--- config.mk ---
export PLATFORM = sky130hd
export DESIGN_NAME = ysyx_22040365_ifu
export DESIGN_NICKNAME = d
export VERILOG_FILES = /design/src/rtl/ysyx_22040365_ifu_pkg.sv /design/src/rtl/ysyx_22040365_ifu_fifo.sv /design/src/rtl/ysyx_22040365_ifu.sv
export SDC_FILE = /design/constraint.sdc
export NUM_CORES = 1
export LEC_CHECK = 0
export ABC_CLOCK_PERIOD_IN_PS = 17200
export CORE_MARGIN = 5
export CORE_UTILIZATION = 50
export CTS_BUF_LIST = sky130_fd_sc_hd__clkbuf_8
export DETAILED_ROUTE_END_ITERATION = 10
export DONT_BUFFER_PORTS = 1
export GPL_ROUTABILITY_DRIVEN = 0
export PLACE_DENSITY_LB_ADDON = 0.05
export SKIP_CTS_REPAIR_TIMING = 1
export SYNTH_ARGS = -nofsm -noshare
export SYNTH_HDL_FRONTEND = slang
export SYNTH_SLANG_ARGS = --single-unit
export TNS_END_PERCENT = 1
--- constraint.sdc ---
create_clock -name clk -period 17.2 [get_ports clk]
set_input_delay 3.44 -clock clk [delete_from_list [all_inputs] [get_ports clk]]
set_output_delay 3.44 -clock clk [all_outputs]
set_load 0.02 [all_outputs]
--- src/rtl/ysyx_22040365_ifu_pkg.sv ---
// Shared widths, reset PC default and fetch-unit state encoding.
// Imported by the fetch unit top and its FIFO.
package ysyx_22040365_ifu_pkg;

    localparam int unsigned XLEN = 64;
    localparam int unsigned ILEN = 32;
    localparam logic [XLEN-1:0] RESET_PC_DEF = 64'h0000_0000_8000_0000;

    typedef enum logic [1:0] {
        ST_RUN   = 2'd0,
        ST_DRAIN = 2'd1,
        ST_HALT  = 2'd2
    } ifu_state_e;

    typedef struct packed {
        logic [ILEN-1:0] inst;
        logic [XLEN-1:0] pc;
    } ibuf_ent_t;

endpackage

--- src/rtl/ysyx_22040365_ifu_fifo.sv ---
// Synchronous FIFO with flush; head is read straight from storage (no added latency).
// Push on a full FIFO is only accepted when a pop happens in the same cycle.
module ysyx_22040365_ifu_fifo #(
    parameter int WIDTH = 8,
    parameter int DEPTH = 2
) (
    input  logic                     clk,
    input  logic                     rst,
    input  logic                     flush,
    input  logic                     push,
    input  logic [WIDTH-1:0]         push_dat,
    input  logic                     pop,
    output logic [WIDTH-1:0]         head_dat,
    output logic [$clog2(DEPTH):0]   count
);
    localparam int AW = $clog2(DEPTH);

    logic [WIDTH-1:0] mem_q [DEPTH];
    logic [AW:0]      wr_q, wr_d, rd_q, rd_d;
    logic             empty, full, do_push, do_pop;

    // Extra pointer MSB separates full from empty when the indices match.
    assign empty   = (wr_q == rd_q);
    assign full    = (wr_q[AW] != rd_q[AW]) && (wr_q[AW-1:0] == rd_q[AW-1:0]);
    assign do_pop  = pop && !empty;
    assign do_push = push && (!full || do_pop);
    assign count   = wr_q - rd_q;
    assign head_dat = mem_q[rd_q[AW-1:0]];

    always_comb begin
        wr_d = wr_q;
        rd_d = rd_q;
        if (flush) begin
            wr_d = '0;
            rd_d = '0;
        end else begin
            if (do_push) wr_d = wr_q + 1'b1;
            if (do_pop)  rd_d = rd_q + 1'b1;
        end
    end

    always_ff @(posedge clk) begin
        if (rst) begin
            wr_q <= '0;
            rd_q <= '0;
        end else begin
            wr_q <= wr_d;
            rd_q <= rd_d;
        end
    end

    always_ff @(posedge clk) begin
        if (!rst && !flush && do_push) mem_q[wr_q[AW-1:0]] <= push_dat;
    end

    overflow_chk: assert property (@(posedge clk) disable iff (rst || flush)
        !(push && full && !pop));

endmodule

--- src/rtl/ysyx_22040365_ifu.sv ---
// Instruction fetch: owns the PC, issues word reads, buffers {inst, pc} for decode.
// Redirect squashes buffered and in-flight fetches; faults halt fetching until redirected.
module ysyx_22040365_ifu
    import ysyx_22040365_ifu_pkg::*;
#(
    parameter logic [63:0] RESET_PC = RESET_PC_DEF,
    parameter int          DEPTH    = 2
) (
    input  logic        clk,
    input  logic        rst,
    output logic        imem_req_valid,
    input  logic        imem_req_ready,
    output logic [63:0] imem_req_addr,
    input  logic        imem_resp_valid,
    input  logic [31:0] imem_resp_data,
    input  logic        imem_resp_err,
    output logic        inst_valid,
    input  logic        inst_ready,
    output logic [31:0] inst,
    output logic [63:0] inst_pc,
    input  logic        redirect_valid,
    input  logic [63:0] redirect_pc,
    output logic        fetch_err
);
    localparam int CW = $clog2(DEPTH) + 1;
    localparam logic [CW:0] DEPTH_W = (CW+1)'(DEPTH);

    ifu_state_e   state_q, state_d;
    logic [63:0]  pc_q, pc_d;
    logic [CW-1:0] drop_q, drop_d;
    logic         err_q, err_d;

    logic [CW-1:0] ibuf_cnt, tag_cnt;
    logic [CW:0]   occ;
    ibuf_ent_t     ibuf_in, ibuf_head;
    logic [63:0]   tag_head;
    logic          req_fire, resp_live, resp_drop, ibuf_push, halted;

    // The tag queue holds exactly the live outstanding requests.
    assign occ            = {1'b0, tag_cnt} + {1'b0, ibuf_cnt};
    assign halted         = (state_q == ST_HALT);
    assign imem_req_valid = !rst && (state_q == ST_RUN) && !redirect_valid && (occ < DEPTH_W);
    assign imem_req_addr  = pc_q;
    assign req_fire       = imem_req_valid && imem_req_ready;
    assign resp_drop      = imem_resp_valid && (drop_q != '0);
    assign resp_live      = imem_resp_valid && (drop_q == '0);
    assign ibuf_push      = resp_live && !imem_resp_err && !halted;
    assign ibuf_in        = '{inst: imem_resp_data, pc: tag_head};

    assign inst_valid = (ibuf_cnt != '0);
    assign inst       = inst_valid ? ibuf_head.inst : '0;
    assign inst_pc    = inst_valid ? ibuf_head.pc   : '0;
    assign fetch_err  = err_q;

    always_comb begin
        state_d = state_q;
        pc_d    = pc_q;
        drop_d  = drop_q;
        err_d   = err_q;
        if (redirect_valid) begin
            drop_d = drop_q + tag_cnt + CW'(req_fire) - CW'(imem_resp_valid);
            pc_d   = redirect_pc;
            if (redirect_pc[1:0] != 2'b00) begin
                err_d   = 1'b1;
                state_d = ST_HALT;
            end else begin
                err_d   = 1'b0;
                state_d = (drop_d != '0) ? ST_DRAIN : ST_RUN;
            end
        end else begin
            if (req_fire)  pc_d   = pc_q + 64'd4;
            if (resp_drop) drop_d = drop_q - 1'b1;
            if (resp_live && imem_resp_err && !halted) begin
                err_d   = 1'b1;
                state_d = ST_HALT;
            end else if (state_q == ST_DRAIN && drop_d == '0) begin
                state_d = ST_RUN;
            end
        end
    end

    always_ff @(posedge clk) begin
        if (rst) begin
            state_q <= ST_RUN;
            pc_q    <= RESET_PC;
            drop_q  <= '0;
            err_q   <= 1'b0;
        end else begin
            state_q <= state_d;
            pc_q    <= pc_d;
            drop_q  <= drop_d;
            err_q   <= err_d;
        end
    end

    ysyx_22040365_ifu_fifo #(.WIDTH($bits(ibuf_ent_t)), .DEPTH(DEPTH)) u_ibuf (
        .clk      (clk),
        .rst      (rst),
        .flush    (redirect_valid),
        .push     (ibuf_push),
        .push_dat (ibuf_in),
        .pop      (inst_valid && inst_ready),
        .head_dat (ibuf_head),
        .count    (ibuf_cnt)
    );

    ysyx_22040365_ifu_fifo #(.WIDTH(64), .DEPTH(DEPTH)) u_tagq (
        .clk      (clk),
        .rst      (rst),
        .flush    (redirect_valid),
        .push     (req_fire),
        .push_dat (pc_q),
        .pop      (resp_live),
        .head_dat (tag_head),
        .count    (tag_cnt)
    );

endmodule

======== Yosys cells after proc, flatten, opt, wreduce, memory -nomap -nowiden ========
Memory sizes are Yosys's and may differ from the RTL's. A register that Yosys moved wholly into a read port is not among the register bits.
Index checks and enable logic that the tools add are counted.
storage, ports and cells
  flip-flop bits (word level) ............. 77
  bits in latches ......................... 0
  memory bits (writable) .................. 320
  bits in read-only memories .............. 0
  input bits .............................. 103
  memories ................................ 2
memories
  name          words  bits a word  rd ports  clocked after memory_dff  write ports  line                          source
  u_ibuf.mem_q  2      96           1         1                         1            ysyx_22040365_ifu_fifo.sv:18  logic [WIDTH-1:0] mem_q [DEPTH];
  u_tagq.mem_q  2      64           1         1                         1            ysyx_22040365_ifu_fifo.sv:18
operators by class
  add/subtract/negate cells ............... 12
  multipliers ............................. 0
  divide/modulo/power cells ............... 0
  order comparisons ....................... 1
  equality and inequality tests ........... 8
  shift operators ......................... 0
  mux-type cells .......................... 23
  bitwise logic cells ..................... 0
  reductions and logical operators ........ 42
operator list
  kind                                                 number
  two-way mux 64 bit                                   3
  adder 64 x 3 -> 64 bit (second input constant)       1
  two-way mux 32 bit                                   1
  logical AND 1 bit                                    21
  two-way mux 2 bit                                    7
  two-way mux 1 bit                                    12
  nonzero test 2 bit                                   6
  adder 2 x 1 -> 2 bit (second input constant)         4
  zero test 1 bit                                      8
  zero test 2 bit                                      3
  == test 2 bit                                        2
  subtractor 2 bit                                     2
  adder 2 x 2 -> 3 bit                                 1
  < comparator 3 x 2 -> 1 bit (second input constant)  1
  nonzero test 3 bit                                   1
  adder 2 x 1 -> 2 bit                                 1
  adder 2 bit                                          1
  == test 1 bit                                        2
  == test 2 x 1 -> 1 bit (second input constant)       1
  == test 2 bit (second input constant)                1
  logical OR 1 bit                                     2
  != test 1 bit                                        2
  OR reduction 2 bit                                   1
  subtractor 2 x 1 -> 2 bit                            1
  subtractor 2 x 1 -> 2 bit (second input constant)    1

======== Logic depth before layout (Yosys ltp) ========
Gate-level depths: netlist of run 1.
  depth in word-level cells ............... 11
  gate-level depth with buffers ........... 15

======== Hierarchy ========
A second synthesis of run 1 with hierarchy kept.
unflattened totals
  cells, all modules ...................... 1249
  area, all modules ....................... 17321.6 µm²
by module, submodules not included
  module                           instances  cells each  area each (µm²)  seq. area each (µm²)
  ysyx_22040365_ifu_fifo (u_ibuf)  1          332         7245.7           5865.6
  ysyx_22040365_ifu                1          685         5163.7           1381.3
  ysyx_22040365_ifu_fifo (u_tagq)  1          232         4912.2           3943.8

======== Least setup slack after synthesis of run 1 ========
Ideal clock, no wire load.
  path type ............................... input to register
  start point ............................. input rst
  end point ............................... memory u_ibuf.mem_q[1][0] (netlist name) (enable)
  library setup time ...................... 0.668 ns
  arrival time ............................ 10.631 ns
  required time ........................... 16.532 ns
  path slack .............................. 5.901 ns
  stages on the path ...................... 5
  buffers on the path ..................... 2
  cells stage by stage .................... clkbuf_1 -> inv_1 -> nand2_1 -> clkbuf_1 -> nor3_1
between the ends
  cells in the longest elaborated chain, start to end .. 5
RTL lines
  item                                     line                          source
  from (decl)                              ysyx_22040365_ifu.sv:10       input logic rst,
  zero test 1 bit                          ysyx_22040365_ifu_fifo.sv:53  if (!rst && !flush && do_push) mem_q[wr_q[AW-1:0]] <= push_dat;
  logical AND 1 bit (2 in series)          ysyx_22040365_ifu_fifo.sv:53
  two-way mux 1 bit                        ysyx_22040365_ifu_fifo.sv:53
  two-way mux 1 bit (not written as such)  ysyx_22040365_ifu_fifo.sv:53
  to (decl)                                ysyx_22040365_ifu_fifo.sv:18
No other way between the ends.

======== Worst setup path after layout of run 1 ========
  start point ............................. input rst
  end point ............................... output imem_req_valid
between the ends
  cells in the longest elaborated chain, start to end .. 4
RTL lines
  item                             line                     source
  zero test 1 bit                  ysyx_22040365_ifu.sv:42  assign imem_req_valid = !rst && (state_q == ST_RUN) && !redirect_valid && (occ < DEPTH_W);
  logical AND 1 bit (3 in series)  ysyx_22040365_ifu.sv:42
  to (decl)                        ysyx_22040365_ifu.sv:11  output logic imem_req_valid,
No other way between the ends.

==> results by group, run 1 <==
Route
  • ANT nets after route: 0
  • DRT iter0 DRCs: 502
  • Drt first pass iters: 5
  • Detailed-route DRC error count: 0
  • Final wirelength: about 39 mm
  • Vias per cell: 5.573
  • DR WL/cell: 22.99 um
  • Via count: 9,564

Clock tree
  • CTS tree: built
  • CTS Buf Count: 67
  • Clock root buffer: clkbuf_8
  • CTS max path bufs: 3
  • Clk_lat worst skew: 0.58 ns
  • H-tree depth: 3
  • Clock transition at path regs: 0.06 ns
  • Clock Sinks: approximately 400

Setup path
  • Crit-path cells: nor2_1, and2_1
  • Worst EP required: 13.76 ns
  • CP arrival: 4.22 ns
  • Max FO, Critical Path: between 60 and 70
  • Crit path buffers/inverters: 0
  • Slowest cell on crit path: nor2_1
  • Endpoint class of the critical path: primary output
  • Delay-heaviest family, CP: simple AND/OR/NAND/NOR gates
  • Max stage delay on crit path: 0.41 ns
  • WS Path Type: in2out
  • CP Launch Type: input pin

Floorplan
  • Rows: 66
  • Initial Util: 50.40%
  • # IOs: 266
  • Die W: 190.9 um
  • Core area: 32,450 um2
  • Die area: 36,430 um2
  • Die Span Y: 190.9 um

Timing
  • Max Slew Vio Count: 0
  • Total negative slack: 0 ns
  • Final setup margin: 9.542 ns
  • # setup viols final: 0
  • Slew HR: 27.31%
  • Slew @ Worst Pin: 1.090 ns
  • Min cycle time layout: 7.658 ns
  • FMAX: 0.1306 GHz
  • Part of the cycle the worst path needs: 44.52%
  • Fin. Hold Viols: 0
  • Unrepaired setup endpoints after global routing: no
  • Clock skew: 0.04062 ns

Global routing
  • GRT overflow: 0
  • Met1 Usage GRT: between 20% and 30%
  • Number of global-route vias before repair: approximately 9,400
  • Largest net degree at the start of global routing: 66
  • Initial antenna violation count: 7
  • GRT Max-Usage Layer: met2
  • Met3 global-route usage: under 10%
  • Met2 Resource Use GR: 33.16%
  • First-pass GRT wire length: 58.73 mm
  • Total track usage: 21.18%

Layout
  • Area Growth Syn to Fin: 10.26%
  • Fillers: 2,751
  • Area occupied by multi-input gates: 4880 um2
  • Reg area: 11,200 um2
  • # nets final: 1,326
  • Layout cells sized above 1: ~14%

Placement
  • Buffers on Ports: 0
  • HPWL after DPL: 24.91 mm
  • Pre-CTS setup slack: 9.536 ns

Synthesis
  • Synthesized flop and latch total: 399
  • Register area share after synthesis: 68.42%
  • Synth cell types: 56
  • Number of synthesized flops with an enable pin: 320
  • Mean area per synthesized cell: 13.65 um2
  • Area contributors post-synth: edfxtp_1, dfxtp_1, mux2i_1, mux2_2, nor2_1
  • Async S/R FF share, synth: 0%
  • Post-synth top flop: edfxtp_1
  • Largest area contributor in the netlist: edfxtp_1
  • YS warnings: 0
  • Share of the synthesized area in the top cell type: 58.75%
  • Syn Nets: between 1,000 and 1,500
  • Mapped cell area: approximately 16,000 um2
  • Cell count after synthesis: 1,198

Run
  • Max Cap Viol: 0

Power and ir drop
  • Leak: 5.763 nW
  • Pwr Density: approximately 110 nW/um2
  • Peak VDD IR: 0.00005603 V

Min path
  • Worst hold path class: reg2reg

Run status
  • Status: finished clean
-- where the power goes --
| part | switching (W) | internal [W] |
|---|---|---|
| logic | 0.0000528 | 0.0000269 |
| registers | 0.0000409 | 0.00106 |
| clock network | 0.000369 | 0.000408 |
| total | 0.000462 | 0.00150 |
-- worst min-delay path: stages, from the launching register on --
cell     delay (ns)
dfxtp_1        0.34
nand2_1        0.06
mux2i_1        0.05
-- flip-flops by register name, summed over array words and instances, names as in the netlist, named ones only --
register and flops:
u_ibuf.mem_q 192, u_tagq.mem_q 128, imem_req_addr 64, drop_q 2
state_q 2, u_ibuf.rd_q 2, u_ibuf.wr_q 2, u_tagq.rd_q 2
u_tagq.wr_q 2, fetch_err 1
-- path summary, 6_finish.rpt --
check                               startpoint             end  slack (ns)  cells past startpoint
worst max-delay path                       rst  imem_req_valid        9.54                      2
worst max register to register  u_tagq.wr_q[0]      state_q[0]       12.79                     15
worst min-delay path            u_tagq.wr_q[1]  u_tagq.wr_q[1]        0.50                      2
worst min register to register  u_tagq.wr_q[1]  u_tagq.wr_q[1]        0.50                      2
-- metrics by stage --
stage | utilization [%] | power (W) | area (um2) | hold WS, ns | std cells
final | 55.57 | 0.001960 | 18030 | 0.5021 | 1716
after global routing | 55.56 | 0.002045 | 18030 | 0.5313 | 1714
after CTS | 55.54 | 0.001987 | 18020 | 0.5050 | 1712
after detailed placement | 51.68 | 0.001204 | 16770 | 0.4924 | 1589
after global placement | 51.68 | 0.001202 | 16770 | 0.4801 | 1589
after floorplan | - | 0.001179 | 16360 | 0.4667 | 1198
-- synth_stat cells (all sizes together), types with 9 or more instances --
cell / number
edfxtp: 320
nor2: 162
mux2i: 102
dfxtp: 79
mux2: 67
nand2: 60
clkbuf: 51
a21oi: 39
nand3: 37
nand4: 27
xor2: 25
nor3: 22
xnor2: 22
inv: 19
a211oi: 17
o21ai: 17
and2: 14
and3: 13
a31oi: 9
and4: 9
buf: 9
-- cells in the final DEF (no fill, tap or decap), types with 8 or more instances in the layout --
cell	count
inv_1	50
buf_4	9
edfxtp_1	320
nand2_1	60
clkbuf_8	73
nor4_1	8
and2_1	11
o21ai_0	17
xnor2_1	22
a211oi_1	16
and3_1	13
a31oi_1	9
mux2_2	67
nand3_1	37
nand4_1	27
o22ai_1	8
a21oi_1	39
and4_1	9
mux2i_1	102
nor3_1	19
nor2_1	162
xor2_1	25
dfxtp_1	77
-- routing by layer --
| layer | wire, um | part of all wire, % |
|---|---|---|
| met1 | 16750 | 42 |
| met4 | 885 | 2.2 |
| met3 | 3285 | 8.3 |
| met2 | 18480 | 47 |
| met5 | 49 | 0.12 |
-- cells by family (layout without fill, tap and decap cells) --
group                    Yosys count  in the layout  share of synthesized area, %
AO/OA/AOI/OAI                    123            123                         4.857
XOR/XNOR                          47             47                         2.517
adder cells (fa/ha/maj)            7              7                        0.6273
buffers and inverters             80            152                         1.859
flip-flops                       399            399                         68.42
multiplexers                     169            169                         10.85
other                              0              4                             0
AND/OR/NAND/NOR                  373            373                         10.87
-- final cells by class --
| type | count | area share (%) |
|---|---|---|
| antenna | 4 | 0.05550 |
| clock buffer | 73 | 5.571 |
| clock inverter | 50 | 1.367 |
| inverter | 20 | 0.4163 |
| multi-input combinational | 719 | 27.06 |
| sequential | 399 | 62.09 |
| tap | 442 | 3.066 |
| timing repair buffer | 9 | 0.3746 |
No activity file was read; power rests on OpenSTA's default activity.
==> run 2, diff against run 1 <==
Settings changed: ABC_CLOCK_PERIOD_IN_PS 17200 to 7900.
Clock period 17.2 ns to 7.9 ns, I/O delays scaled along.
==> results by group, run 2 (synthesized netlist as in run 1, its figures left out) <==
Run status
  • Status: finished clean

Clock tree
  • Clock transition at path regs: 0.06 ns (about the same)
  • CTS max path bufs: 3 (unchanged)
  • CTS tree: built
  • CTS Buf Count: 68 (+1.5%)
  • Clock root buffer: clkbuf_8
  • Clk_lat worst skew: 0.58 ns (about the same)
  • Clock Sinks: 399 (unchanged)
  • H-tree depth: 3 (unchanged)

Timing
  • Unrepaired setup endpoints after global routing: no
  • Min cycle time layout: 4.547 ns
  • Slew HR: 27.62% (+0.31 points)
  • Max Slew Vio Count: 0 (unchanged)
  • Fin. Hold Viols: 0 (unchanged)
  • Part of the cycle the worst path needs: 57.55%
  • Slew @ Worst Pin: 1.086 ns (-0.004602 ns)
  • Clock skew: 0.02194 ns (-0.01868 ns)
  • # setup viols final: 0 (unchanged)
  • FMAX: around 0.22 GHz

Layout
  • Layout cells sized above 1: 14.14% (+0.045 points)
  • Final core utilization: 55.55% (about the same)
  • Max FFs per register: 192 (unchanged)
  • Most frequent cells in the layout: edfxtp_1, nor2_1, mux2i_1, dfxtp_1, clkbuf_8
  • Fillers: 2,759 (+0.29%)
  • # nets final: 1,325 (-0.075%)
  • Area Growth Syn to Fin: 10.22% (about the same)
  • Most common cell after layout, fill and taps aside: edfxtp_1

Global routing
  • Total track usage: 20.73% (-0.45 points)
  • GRT overflow: 0 (unchanged)
  • Largest net degree at the start of global routing: 98 (+48%)
  • Number of global-route vias before repair: 9,429 (+0.064%)
  • Initial antenna violation count: 13 (+6)
  • First-pass GRT wire length: 57.26 mm (-2.5%)

Power and ir drop
  • Peak VDD IR: 0.0001510 V (+170%)
  • Net Sw Frac: 23.61% (about the same)
  • Combinational share of power: 4.0% (about the same)
  • Internal: 0.003260 W (+120%)
  • Final Power: 0.004268 W (+120%)
  • Leak: 5.727 nW (-0.63%)
  • Clock share of power: 39.7% (about the same)
  • NetSw: 0.001008 W (+120%)
  • Reg power frac: 56.3% (about the same)
  • Pwr Density: 236.7 nW/um2 (+120%)

Route
  • Final wirelength: 38.92 mm (-1.4%)
  • Met3 wire len: 3.528 mm (+7.4%)
  • DR WL/cell: 22.71 um (-1.2%)
  • DRT iter0 DRCs: 658 (+31%)
  • Drt first pass iters: 5 (unchanged)
  • Vias per cell: 5.667 (+1.7%)
  • Routed wl met2: 18.19 mm (-1.6%)
  • Via count: 9,714 (+1.6%)
  • Max layer used: met5
  • WL met1: 16.17 mm (-3.4%)
  • Detailed-route DRC error count: 0 (unchanged)
  • ANT nets after route: 0 (unchanged)

Setup path
  • Max FO, Critical Path: 52 (-20%)
  • WS Path Type: reg2out
  • Endpoint class of the critical path: primary output
  • CP arrival: 2.97 ns (-1.25 ns)
  • Crit-path cells: buf_4, mux2i_1, nor2_1
  • Worst EP required: 6.32 ns (-7.44 ns)
  • Max stage delay on crit path: 0.86 ns (+0.45 ns)
  • CP Launch Type: flop
  • Slowest cell on crit path: dfxtp_4

Floorplan
  • Die area: 36,430 um2 (unchanged)
  • Initial Util: 50.40% (unchanged)
  • # IOs: 266 (unchanged)
  • Core area: 32,450 um2 (unchanged)
  • Die W: 190.9 um (unchanged)
  • Rows: 66 (unchanged)
  • Die Span Y: 190.9 um (unchanged)

Placement
  • Buffers on Ports: 0 (unchanged)
  • HPWL after DPL: 24.59 mm (-1.3%)

Run
  • Max Cap Viol: 0 (unchanged)

Min path
  • Worst hold path class: reg2reg
-- run 2: cell count changes in the layout (fill, tap and decap cells not counted) --
cell,before,now
nor3_2,3,2
clkinv_1,6,10
inv_6,1,2
clkinvlp_4,3,5
inv_1,50,42
inv_8,1,0
diode_2,4,6
buf_4,9,7
nor3_4,0,1
-- run 2: critical path: cells and delay by family (launching register included) --
| family | cells | cell delay (ns) |
|---|---|---|
| buffers and inverters | 1 | 0.79 |
| DFF | 1 | 0.86 |
| muxes | 1 | 0.22 |
| and+or+nand+nor | 1 | 0.37 |
-- run 2: worst paths after layout --
| check | depth (start not counted) | start | slack (ns) | to |
|---|---|---|---|---|
| setup / recovery | 3 | flop | 3.35 | inst_pc[38] |
| hold reg to reg | 2 | u_tagq.wr_q[1] | 0.51 | u_tagq.wr_q[1] |
| setup reg to reg | 15 | u_ibuf.wr_q[0] | 3.57 | state_q[0] |
| hold / removal | 2 | u_tagq.wr_q[1] | 0.51 | u_tagq.wr_q[1] |
-- run 2: power by group through the flow --
stage	logic, W	clock network [W]	registers (W)
final	0.000171	0.00169	0.00240
after global routing	0.000189	0.00184	0.00241
after CTS	0.000173	0.00175	0.00240
after detailed placement	0.000172	0	0.00245
after global placement	0.000169	0	0.00245
after floorplan	0.000148	0	0.00242
-- run 2: stage by stage --
stage | TNS (ns) | area, um2 | worst slack, ns | hold slack [ns] | std cells
2_1_floorplan | -124.51 | 16360 | -1.297 | 0.4667 | 1198
3_3_place_gp | 0 | 16760 | 3.458 | 0.4838 | 1587
3_5_place_dp | 0 | 16760 | 3.418 | 0.4973 | 1587
4_1_cts | 0 | 18010 | 3.165 | 0.5088 | 1708
5_1_grt | 0 | 18030 | 3.182 | 0.5570 | 1714
6_report | 0 | 18030 | 3.353 | 0.5057 | 1714
-- run 2: layer usage --
layer | global-route usage, % | vias to the layer above
met2 | 32.09 | 330
met3 | 8.092 | 81
met5 | 0 | -
li1 | - | 4528
met1 | 26.67 | 4763
met4 | 7.680 | 12
-- run 2: area by class of cell --
type                            count  area (um2)  area share (%)
Tap cell                          442       553.0           3.068
Clock inverter                     48       244.0           1.353
Timing Repair Buffer                7       52.55          0.2915
Inverter                           20       75.07          0.4164
Sequential cell                   399       11200           62.11
Multi-Input combinational cell    719        4886           27.10
Antenna cell                        6       15.01         0.08328
Clock buffer                       73        1005           5.573
